==> src/rtl/pc_fetch_unit.sv <==
// Purpose: PC register plus IF/ID pipeline register with branch/jump redirect and hazard stall.
// Latency: 1 cycle from redirect to pcOutput=target; target instruction lands in IF/ID one cycle later.
// Backpressure: stallInput freezes PC and IF/ID and suppresses any redirect that cycle.
module pc_fetch_unit #(
    parameter logic [31:0] RESET_PC = 32'h0000_0000,
    parameter int unsigned PC_STEP  = 4
) (
    input  logic        clock,
    input  logic        reset,
    input  logic        stallInput,
    input  logic        branchControlInput,
    input  logic [31:0] branchTargetInput,
    input  logic        jumpInput,
    input  logic [25:0] jumpIndexInput,
    input  logic [31:0] instructionInput,
    output logic [31:0] pcOutput,
    output logic [31:0] ifIdInstructionOutput,
    output logic [31:0] ifIdPcPlus4Output,
    output logic        ifIdValidOutput,
    output logic        flushOutput
);
    localparam logic [31:0] STEP     = 32'(PC_STEP);
    localparam logic [31:0] ALIGN    = 32'hFFFF_FFFC;
    localparam logic [31:0] PC_RESET = RESET_PC & ALIGN;

    logic        redirect;
    logic [31:0] target;
    logic [31:0] pc_plus_step;

    always_comb begin
        redirect     = (branchControlInput | jumpInput) & ~stallInput & ~reset;
        // A simultaneous branch and jump resolves to the branch target.
        target       = branchControlInput ? branchTargetInput
                                          : {ifIdPcPlus4Output[31:28], jumpIndexInput, 2'b00};
        pc_plus_step = pcOutput + STEP;
    end

    assign flushOutput = redirect;

    always_ff @(posedge clock) begin
        if (reset) begin
            pcOutput              <= PC_RESET;
            ifIdInstructionOutput <= 32'h0;
            ifIdPcPlus4Output     <= 32'h0;
            ifIdValidOutput       <= 1'b0;
        end else if (!stallInput) begin
            if (redirect) begin
                // The instruction fetched this cycle is wrong-path, so IF/ID becomes a bubble.
                pcOutput              <= target & ALIGN;
                ifIdInstructionOutput <= 32'h0;
                ifIdPcPlus4Output     <= 32'h0;
                ifIdValidOutput       <= 1'b0;
            end else begin
                pcOutput              <= pc_plus_step & ALIGN;
                ifIdInstructionOutput <= instructionInput;
                ifIdPcPlus4Output     <= pc_plus_step;
                ifIdValidOutput       <= 1'b1;
            end
        end
    end
endmodule

==> config.mk <==
export PLATFORM = sky130hd
export DESIGN_NAME = pc_fetch_unit
export DESIGN_NICKNAME = d
export VERILOG_FILES = /design/src/rtl/pc_fetch_unit.sv
export SDC_FILE = /design/constraint.sdc
export NUM_CORES = 1
export LEC_CHECK = 0
export CAP_MARGIN = 20
export CORE_MARGIN = 2
export CORE_UTILIZATION = 38
export CTS_BUF_LIST = sky130_fd_sc_hd__clkbuf_8
export CTS_CLUSTER_DIAMETER = 40
export CTS_CLUSTER_SIZE = 24
export DETAILED_ROUTE_END_ITERATION = 8
export PLACE_DENSITY = 0.72
export SLEW_MARGIN = 20
export SYNTH_ARGS = -nofsm -noshare
export SYNTH_HDL_FRONTEND = slang
export SYNTH_SLANG_ARGS = --single-unit
==> constraint.sdc <==
create_clock -name clock -period 3.3 [get_ports clock]
set_clock_uncertainty 0.05 [all_clocks]
set_input_delay 0.66 -clock clock [delete_from_list [all_inputs] [get_ports clock]]
set_output_delay 0.66 -clock clock [all_outputs]
set_load 0.02 [all_outputs]
# After elaboration in Yosys (flattened, before gate mapping)
# Index checks and enable logic that the tools add are counted.
[totals] regBits=97 in_bits=95 out_inout_bits=98 elab_cells=15
[op_classes] addsub=1 n_mux=5 bitwise_logic=5
[ops] op="32-bit two-way mux" n=4
[ops] op="32-bit by 3-bit adder with 32-bit output (second input constant)" n=1
[ops] op="1-bit bitwise AND" n=2
[ops] op="1-bit inverter" n=2
[ops] op="1-bit two-way mux" n=1
[ops] op="1-bit OR" n=1

# Depth between registers and ports, before layout
# Gate-level depths: netlist of run 1.
[logic_depth] word_depth=4 depth_mapped=7 ltp_nobuf=6

# Least setup slack after synthesis of run 1
# Ideal clock, no wire load.
[synth_timing] kind="register to register" start="register pcOutput[2]" end="register pcOutput[26]" setup_ns=0.074 arrival_time_ns=2.636 required_ns=3.176 setup_slack_ns=0.539 path_stages_with_launch=8 n_path_buf=1 period_less_slack_ns=2.761 path_cell_list="dfxtp_1 > ha_1 > nand3_4 > or4_4 > buf_6 > or4_4 > or4_1 > a31oi_1"
[synth_between] elab_chain_len=2
[synth_lines] item="start, declared" line="16" text="output logic [31:0] pcOutput,"
[synth_lines] item="start signal, assigned" line="49" text="pcOutput <= target & ALIGN;"
[synth_lines] item="start signal, assigned" line="54" text="pcOutput <= pc_plus_step & ALIGN;"
[synth_lines] item="32-bit by 3-bit adder with 32-bit output" line="35" text="pc_plus_step = pcOutput + STEP;"
[synth_lines] item="32-bit two-way mux" line="47" text="if (redirect) begin"
# No other way between the ends.
# A chain may end at the register's enable or synchronous reset.

# Worst setup path after layout of run 1
[layout_timing] start="input port jumpInput" end="output port flushOutput"
[layout_between] elab_chain_len=3
[layout_lines] item="start, declared" line="13" text="input logic jumpInput,"
[layout_lines] item="1-bit OR" line="31" text="redirect = (branchControlInput | jumpInput) & ~stallInput & ~reset;"
[layout_lines] item="1-bit bitwise AND (2 in a row)" line="31"
[layout_lines] item="end, declared" line="20" text="output logic flushOutput"
# No other way between the ends.

==> results of run 1 <==
[state kept, by name, summed over array words and instances, names as in the netlist]
name	flops
pcOutput	30
ifIdValidOutput	1
ifIdPcPlus4Output	30
ifIdInstructionOutput	32
[layout by cell type (no fill, tap or decap), types with 3 or more instances in the layout]
cell / n
a21oi_1: 66
a31oi_1: 5
nand2_1: 77
clkbuf_8: 10
nor2_1: 102
o2111ai_1: 8
nor2b_1: 3
and4_1: 3
a222oi_1: 4
or4_1: 6
nor3_1: 11
xor2_1: 5
and3_1: 3
inv_1: 14
o32ai_1: 6
a221oi_1: 4
buf_4: 15
or2_2: 9
o211ai_1: 5
dfxtp_1: 93
o21ai_0: 27
nand4_1: 8
a22oi_1: 15
mux2i_1: 4
conb_1: 4
nor4_1: 10
nand3_1: 26
xnor2_1: 17
clkdlybuf4s50_1: 183
and2_1: 3
clkinv_2: 4
[worst max path at each step]
stage                      startpoint            to
after CTS                   jumpInput   flushOutput
after global routing        jumpInput   flushOutput
after global placement      jumpInput   flushOutput
after floorplan           pcOutput[2]  pcOutput[26]
final                       jumpInput   flushOutput
after detailed placement    jumpInput   flushOutput
[where the power goes]
group	leakage (nW)	internal (mW)	switching (mW)
combinational	1.53	0.235	0.230
clock	0.107	0.363	0.399
sequential	0.756	1.16	0.0537
[metal layers]
layer	vias to the layer above	track usage, %	share of wire, %
met1	2347	27.1	41
li1	2503	-	-
met4	0	11.0	2.8
met5	-	0	0
met2	238	38.5	46
met3	33	7.96	10
[cell type report]
class                      count  share of cell area [%]
timing repair buffer         200                    28.8
multi-input combinational    465                    37.5
inverter                      13                   0.719
tap                          147                    2.71
clock inverter                 6                   0.793
sequential                    93                    27.4
clock buffer                  10                    2.03
[per-stage QoR]
| step | utilization (%) | std cells | area (µm²) | power (mW) |
|---|---|---|---|---|
| after floorplan | - | 629 | 4690 | 1.46 |
| after global placement | 54.9 | 918 | 6590 | 1.69 |
| after detailed placement | 54.9 | 918 | 6590 | 1.70 |
| after CTS | 56.5 | 934 | 6780 | 2.46 |
| after global routing | 56.5 | 934 | 6780 | 2.55 |
| final | 56.5 | 934 | 6780 | 2.44 |
[cell families after synthesis]
group | Yosys count
xor+xnor | 22
flops | 93
compound gates | 154
simple gates | 279
mux | 5
buf+inv | 71
other cells | 1
fa+ha+maj | 1
[critical path, delay by kind of cell]
kind,cells,cell delay [ns]
buffers and inverters,2,1.28
AND/OR/NAND/NOR,2,0.22
==> results.sh, run 1 <==
export IMPL_yosys_area_top_type="dfxtp_1"
export IMPL_cpMostUsedCell="clkdlybuf4s50_1"
export IMPL_regArea_um2=1860
export IMPL_drt_pass1_iterations=5
export IMPL_hold_ws_ns=0.411
export IMPL_period_share_pct=87.3
export IMPL_drc=0
export IMPL_fillCellCount=1149
export IMPL_ant_nets=0
export IMPL_worstPathCellList="clkdlybuf4s50_1, nor2_4, nor2_1, clkdlybuf4s50_1"
export IMPL_routed_via_density=5.48
export IMPL_grt_overflow=0
export IMPL_ys_warn_count=0
export IMPL_relSlewSlack_pct=47.8
export IMPL_synth_common_cells="nor2_1, dfxtp_1, nand2_1"
export IMPL_hold_end="ifIdPcPlus4Output[12]"
export IMPL_synthAdderAreaFrac_pct=0.267
export IMPL_r2r_cells=6
export IMPL_max_clock_freq_mhz=347
export IMPL_crit_path_end_kind="output pin"
export IMPL_worstHoldStart="ifIdPcPlus4Output[12]"
export IMPL_hold_path_class="reg2reg"
export IMPL_outcome="completed"
export IMPL_htree_num_levels=3
export IMPL_yosys_cell_count_top_type="nor2_1"
export IMPL_cts_setup_buffers=0
export IMPL_r2r_end="pcOutput[26]"
export IMPL_crit_type="in2out"
export IMPL_cp_data_arrival_time_ns=2.17
export IMPL_synth_cell_area_um2=4680
export IMPL_cts_sinks=93
export IMPL_drt_iter0_markers=285
export IMPL_ioPinCount=193
export IMPL_grt_usage_pct=23.3
export IMPL_setup_viol=0
export IMPL_ys_ff_latch=93
export IMPL_grt_pass1_vias=4900
export IMPL_finalWirelength_um=15500
export IMPL_critPathMaxStageDelay_ns=0.66
export IMPL_yosys_area_top_type_share_pct=39.8
export IMPL_synth_simple_gate_area_share_pct=27.9
export IMPL_cp_slowest_cell="clkdlybuf4s50_1"
export IMPL_cts_buffer_depth=2
export IMPL_leakage_nw=2.39
export IMPL_clkTransAtPathRegs_ns=0.08
export IMPL_coreArea_um2=12000
export IMPL_start_util_pct=39.0
export IMPL_dp_slack_ns=0.390
export IMPL_reg2reg_slack_ns=0.57
export IMPL_die_h_um=115
export IMPL_area_growth_pct=44.9
export IMPL_tightest_slew_ns=0.783
export IMPL_yosysSeqAreaShare_pct=39.8
export IMPL_yosys_area_share_xor_xnor_pct=4.12
export IMPL_clk_latency_ns=0.38
export IMPL_worstPathRequired_ns=2.59
export IMPL_r2r_start="pcOutput[3]"
export IMPL_layout_setup_ws_ns=0.420
export IMPL_clockRootBuffer="clkbuf_8"
export IMPL_rows=40
export IMPL_synth_top_family_by_area="simple AND/OR/NAND/NOR gates"
export IMPL_finalMaxSlewViolations=0
export IMPL_vias=5121
export IMPL_n_antenna_cell=0
export IMPL_rsz0062_at_grt="no"
export IMPL_port_buffers=186
export IMPL_holdPathStages=2
export IMPL_post_drt_wl_per_cell_um=16.6
export IMPL_yosysUniqueCellTypes=55
export IMPL_syn_area_per_cell_um2=7.48
export IMPL_synth_async_sr_flop_share_pct=0
export IMPL_fin_tns_setup_ns=0
export IMPL_multiInputGateArea_um2=2540
export IMPL_synthCells=626
export IMPL_synthTopCellsByArea="dfxtp_1, nor2_1, a21oi_1"
export IMPL_synthMuxAreaShare_pct=1.10
export IMPL_drv_cap=0
export IMPL_synth_compound_gate_area_share_pct=20.5
export IMPL_hold_viol=0
export IMPL_grt_pass1_wl_um=24400
export IMPL_layout_drive_gt1_share_pct=6.35
export IMPL_synth_edf_count=0
export IMPL_cp_max_fo=6
export IMPL_grt_max_degree=82
export IMPL_dieWidth_um=115
export IMPL_vdd_drop_max_mv=0.296
export IMPL_cts_tree="done"
export IMPL_cts_buffers=9
export IMPL_dp_hpwl_um=11000
export IMPL_critical_path_startpoint_type="primary input"
export IMPL_fin_crit_ns=2.88
export IMPL_antenna_found_initial=0
export IMPL_power_density_nw_per_um2=360
export IMPL_dieArea_um2=13200
export IMPL_routabilityCongestion=0.842
export IMPL_final_nets=878
export IMPL_ys_flop_type="dfxtp_1"
export IMPL_cts_resized=0
export IMPL_holdBufCountCts=0
No activity file was read; power rests on OpenSTA's default activity.
==> run 2, diff against run 1 <==
==> constraint.sdc (replaced) <==
create_clock -name clock -period 3.64 [get_ports clock]
set_clock_uncertainty 0.05 [all_clocks]
set_input_delay 0.728 -clock clock [delete_from_list [all_inputs] [get_ports clock]]
set_output_delay 0.728 -clock clock [all_outputs]
set_load 0.02 [all_outputs]
==> run 2 against run 1 <==
Setup slack improved by 0.26 ns; count of clock-buffer cells in the layout decreased by 1; die area is the same; first-iteration DRC count grew 3.2%; hold slack gained 0.0031 ns; sequential share of layout area increased by 0.16 points; clock power shrank 14%; non-clock buffer count down 3; via count is 0.76% lower; wire length decreased by 1.2%; combinational power is 10% lower; largest cell class unchanged; highest routed layer unchanged.
==> results.sh, run 2 (synthesis gave the netlist of run 1 again) <==
export IMPL_outcome="completed"
export IMPL_cts_buffers=9
export IMPL_holdBufCountCts=0
export IMPL_period_share_pct=81.3
export IMPL_multiInputGateArea_um2=2540
export IMPL_dp_hpwl_um=10800
export IMPL_hold_path_class="reg2reg"
export IMPL_fin_cells=930
export IMPL_clockRootBuffer="clkbuf_8"
export IMPL_fillCellCount=1139
export IMPL_crit_path_end_kind="output pin"
export IMPL_largest_register_ffs=32
export IMPL_critical_path_startpoint_type="primary input"
export IMPL_die_h_um=115
export IMPL_vdd_drop_max_mv=0.159
export IMPL_finalWirelength_um=15300
export IMPL_hold_ws_ns=0.414
export IMPL_fin_crit_ns=2.96
export IMPL_reg2reg_slack_ns=0.81
export IMPL_rsz0062_at_grt="no"
export IMPL_area_growth_pct=44.0
export IMPL_antenna_found_initial=0
export IMPL_finalMaxSlewViolations=0
export IMPL_routabilityCongestion=0.832
export IMPL_dieWidth_um=115
export IMPL_final_nets=875
export IMPL_vias=5082
export IMPL_grt_usage_pct=23.1
export IMPL_start_util_pct=39.0
export IMPL_relSlewSlack_pct=43.1
export IMPL_cts_tree="done"
export IMPL_final_cell_mix="clkdlybuf4s50_1, nor2_1, dfxtp_1, nand2_1, a21oi_1"
export IMPL_rows=40
export IMPL_n_antenna_cell=0
export IMPL_drt_iter0_markers=294
export IMPL_grt_pass1_wl_um=24200
export IMPL_setup_viol=0
export IMPL_holdPathStages=2
export IMPL_dieArea_um2=13200
export IMPL_worstPathRequired_ns=2.86
export IMPL_htree_num_levels=3
export IMPL_cts_setup_buffers=0
export IMPL_cp_max_fo=5
export IMPL_regArea_um2=1860
export IMPL_r2r_cells=6
export IMPL_port_buffers=186
export IMPL_cts_buffer_depth=2
export IMPL_coreArea_um2=12000
export IMPL_max_clock_freq_mhz=338
export IMPL_final_common_cell="clkdlybuf4s50_1"
export IMPL_drv_cap=0
export IMPL_drc=0
export IMPL_clkTransAtPathRegs_ns=0.08
export IMPL_crit_type="in2out"
export IMPL_grt_overflow=0
export IMPL_power_mw=2.18
export IMPL_cts_resized=0
export IMPL_cp_data_arrival_time_ns=2.18
export IMPL_grt_max_degree=91
export IMPL_hold_viol=0
export IMPL_routed_via_density=5.46
export IMPL_layout_drive_gt1_share_pct=5.49
export IMPL_power_density_nw_per_um2=323
export IMPL_ant_nets=0
export IMPL_drt_pass1_iterations=5
export IMPL_dp_cells=915
export IMPL_post_drt_wl_per_cell_um=16.4
export IMPL_tightest_slew_ns=0.854
export IMPL_clk_latency_ns=0.37
export IMPL_fin_tns_setup_ns=0
export IMPL_cts_sinks=93
export IMPL_ioPinCount=193
export IMPL_leakage_nw=2.37
export IMPL_top_register="ifIdInstructionOutput"
export IMPL_largestRegisters="ifIdInstructionOutput: 32 flops, ifIdPcPlus4Output: 30 flops, pcOutput: 30 flops"
export IMPL_grt_pass1_vias=4881
[run 2: cell count changes in the layout (fill, tap and decap cells not counted), sizes merged]
cell and change:
clkinv -3, inv +3, buf -3, clkbuf -1
[run 2: metal layers]
layer	track usage [%]	share of wire [%]	vias up	routed length (µm)
met3	7.38	11	27	1660
li1	-	-	2502	-
met2	37.7	46	227	7020
met5	0	0	-	0
met4	11.3	2.6	0	391
met1	27.4	41	2326	6230
[run 2: worst paths after layout]
kind | from | endpoint
setup / recovery | jumpInput | flushOutput
hold / removal | ifIdPcPlus4Output[17] | ifIdPcPlus4Output[17]
setup reg to reg | pcOutput[2] | pcOutput[26]
hold reg to reg | ifIdPcPlus4Output[17] | ifIdPcPlus4Output[17]
[run 2: critical path: stages]
cell and delay [ns]:
clkdlybuf4s50_1 0.61, nor2_4 0.07, nor2_1 0.15, clkdlybuf4s50_1 0.62
[run 2: layout make-up]
cell class                      instances  area share [%]
Inverter                               13           0.724
Clock buffer                            9            1.84
Timing Repair Buffer                  197            28.6
Multi-Input combinational cell        465            37.7
Clock inverter                          6           0.742
Tap cell                              147            2.73
Sequential cell                        93            27.6
[run 2: through the flow]
step           utilization (%)  area (µm²)  setup slack (ns)
6_report                  56.1        6740             0.682
5_1_grt                   56.1        6740             0.638
4_1_cts                   56.1        6740             0.670
3_5_place_dp              54.7        6570             0.658
3_3_place_gp              54.7        6570             0.667
2_1_floorplan                -        4690             0.879
[run 2: power breakdown]
group | internal (mW) | total, mW | switching (mW)
sequential | 1.05 | 1.10 | 0.0498
combinational | 0.212 | 0.417 | 0.206
clock | 0.304 | 0.659 | 0.356
==> run 3, diff against run 2 <==
--- a/config.mk
+++ b/config.mk
@@ -12,7 +12,7 @@
 export CTS_CLUSTER_DIAMETER = 40
 export CTS_CLUSTER_SIZE = 24
 export DETAILED_ROUTE_END_ITERATION = 8
-export PLACE_DENSITY = 0.72
+export PLACE_DENSITY = 0.75
 export SLEW_MARGIN = 20
 export SYNTH_ARGS = -nofsm -noshare
 export SYNTH_HDL_FRONTEND = slang
==> constraint.sdc (replaced) <==
create_clock -name clock -period 2.6 [get_ports clock]
set_clock_uncertainty 0.05 [all_clocks]
set_input_delay 0.52 -clock clock [delete_from_list [all_inputs] [get_ports clock]]
set_output_delay 0.52 -clock clock [all_outputs]
set_load 0.02 [all_outputs]
==> run 3 against run 2 <==
Clock power grew 38%; sequential share of layout area fell by 0.88 points; sequential cell count stayed put; die area unchanged; hold slack got worse by 0.0062 ns; setup slack worse by 0.48 ns; first-iteration DRC count increased by 36%; combinational power rose by 52%; cell count rose by 2.9%.
==> results.sh, run 3 (synthesis gave the netlist of run 1 again) <==
export IMPL_finalWirelength_um=16000
export IMPL_startpoint="pcOutput[3]"
export IMPL_fillCellCount=1091
export IMPL_relSlewSlack_pct=47.7
export IMPL_post_drt_wl_per_cell_um=16.7
export IMPL_r2r_end="pcOutput[26]"
export IMPL_r2r_cells=6
export IMPL_routabilityCongestion=0.874
export IMPL_final_nets=901
export IMPL_largest_register_ffs=32
export IMPL_grt_pass1_vias=5070
export IMPL_grt_pass1_wl_um=24800
export IMPL_grt_met1_usage_pct=27.1
export IMPL_die_h_um=115
export IMPL_final_common_cell="clkdlybuf4s50_1"
export IMPL_fin_cells=957
export IMPL_cts_buffers=9
export IMPL_outcome="completed"
export IMPL_regArea_um2=1860
export IMPL_dieArea_um2=13200
export IMPL_clk_latency_ns=0.37
export IMPL_top_register="ifIdInstructionOutput"
export IMPL_max_clock_freq_mhz=416
export IMPL_multiInputGateArea_um2=2560
export IMPL_grt_overflow=0
export IMPL_dp_cells=941
export IMPL_dp_hpwl_um=11400
export IMPL_setup_viol=0
export IMPL_area_growth_pct=49.0
export IMPL_r2r_start="pcOutput[3]"
export IMPL_cts_tree="done"
export IMPL_routed_via_density=5.57
export IMPL_finalMaxSlewViolations=0
export IMPL_power_density_nw_per_um2=440
export IMPL_port_buffers=186
export IMPL_hold_path_class="reg2reg"
export IMPL_fin_crit_ns=2.40
export IMPL_cts_setup_buffers=0
export IMPL_cp_data_arrival_time_ns=2.64
export IMPL_n_antenna_cell=0
export IMPL_hold_viol=0
export IMPL_crit_type="reg2reg"
export IMPL_layout_drive_gt1_share_pct=9.26
export IMPL_largestRegisters="ifIdInstructionOutput: 32 flops, ifIdPcPlus4Output: 30 flops, pcOutput: 30 flops"
export IMPL_coreArea_um2=12000
export IMPL_htree_num_levels=3
export IMPL_fin_tns_setup_ns=0
export IMPL_start_util_pct=39.0
export IMPL_drc=0
export IMPL_use_met2_pct=39.3
export IMPL_worstPathRequired_ns=2.84
export IMPL_vdd_drop_max_mv=0.230
export IMPL_cts_resized=0
export IMPL_crit_path_end_kind="register"
export IMPL_drv_cap=0
export IMPL_reg2reg_slack_ns=0.20
export IMPL_drt_iter0_markers=401
export IMPL_vias=5330
export IMPL_top_usage_layer="met2"
export IMPL_ant_nets=0
export IMPL_rows=40
export IMPL_endpoint="pcOutput[26]"
export IMPL_cts_buffer_depth=2
export IMPL_grt_max_degree=132
export IMPL_antenna_found_initial=1
export IMPL_critical_path_startpoint_type="register"
export IMPL_tightest_slew_ns=0.785
export IMPL_clkTransAtPathRegs_ns=0.09
export IMPL_leakage_nw=2.50
export IMPL_clockRootBuffer="clkbuf_8"
export IMPL_rsz0062_at_grt="no"
export IMPL_met3_usage_pct=8.70
export IMPL_dieWidth_um=115
export IMPL_holdBufCountCts=0
export IMPL_ioPinCount=193
export IMPL_final_cell_mix="clkdlybuf4s50_1, nor2_1, dfxtp_1, nand2_1, a21oi_1"
export IMPL_grt_usage_pct=23.8
export IMPL_cts_sinks=93
export IMPL_cp_max_fo=6
export IMPL_drt_pass1_iterations=5
export IMPL_period_share_pct=92.4
==> run 3: cell count changes in the layout (fill, tap and decap cells not counted), moves of 2 or more <==
cell        delta
buf_4         +25
clkinvlp_4     +2
dfxtp_1        -2
inv_1          -2
dfxtp_2        +2
clkbuf_8       +2
==> run 3: cell type report <==
| type | instances | area share, % |
|---|---|---|
| sequential | 93 | 26.7 |
| timing repair buffer | 223 | 30.7 |
| multi-input combinational | 465 | 36.7 |
| inverter | 13 | 0.700 |
| clock buffer | 11 | 2.17 |
| clock inverter | 5 | 0.395 |
| tap | 147 | 2.64 |
==> run 3: critical path, cell delays in order, from the launching register on <==
cell	delay, ns
dfxtp_2	0.41
ha_4	0.18
nand3_4	0.08
or4_4	0.50
or4_4	0.57
or4_1	0.41
a31oi_1	0.13
==> run 3: worst min-delay path by stage <==
stage / from / endpoint / slack, ns / depth (start not counted)
final: ifIdPcPlus4Output[27] / ifIdPcPlus4Output[27] / 0.41 / 2
after global routing: ifIdPcPlus4Output[27] / ifIdPcPlus4Output[27] / 0.44 / 2
after CTS: ifIdPcPlus4Output[22] / ifIdPcPlus4Output[22] / 0.41 / 2
after detailed placement: ifIdPcPlus4Output[22] / ifIdPcPlus4Output[22] / 0.39 / 2
after global placement: ifIdPcPlus4Output[22] / ifIdPcPlus4Output[22] / 0.38 / 2
after floorplan: ifIdPcPlus4Output[22] / ifIdPcPlus4Output[22] / 0.47 / 2
==> run 3: stage by stage <==
stage / util [%] / total power, mW / hold slack (ns) / cell area (µm²) / setup WS (ns)
final: 58.1 / 3.07 / 0.408 / 6970 / 0.198
after global routing: 58.1 / 3.20 / 0.435 / 6970 / 0.129
after CTS: 58.0 / 3.09 / 0.407 / 6970 / 0.0247
after detailed placement: 56.6 / 2.19 / 0.393 / 6790 / 0.0287
after global placement: 56.6 / 2.18 / 0.381 / 6790 / 0.0549
after floorplan: - / 1.85 / 0.471 / 4710 / 0.0466
==> run 3: per-layer routing <==
| layer | share of wire [%] | vias up |
|---|---|---|
| met5 | 0.081 | - |
| met4 | 3.0 | 2 |
| met3 | 11 | 44 |
| met2 | 46 | 264 |
| met1 | 40 | 2468 |
| li1 | - | 2552 |
==> run 3: power breakdown <==
part	total [mW]	switching, mW	internal, mW
combinational	0.634	0.316	0.318
clock	0.910	0.518	0.392
sequential	1.52	0.0527	1.47
total	3.07	0.887	2.18
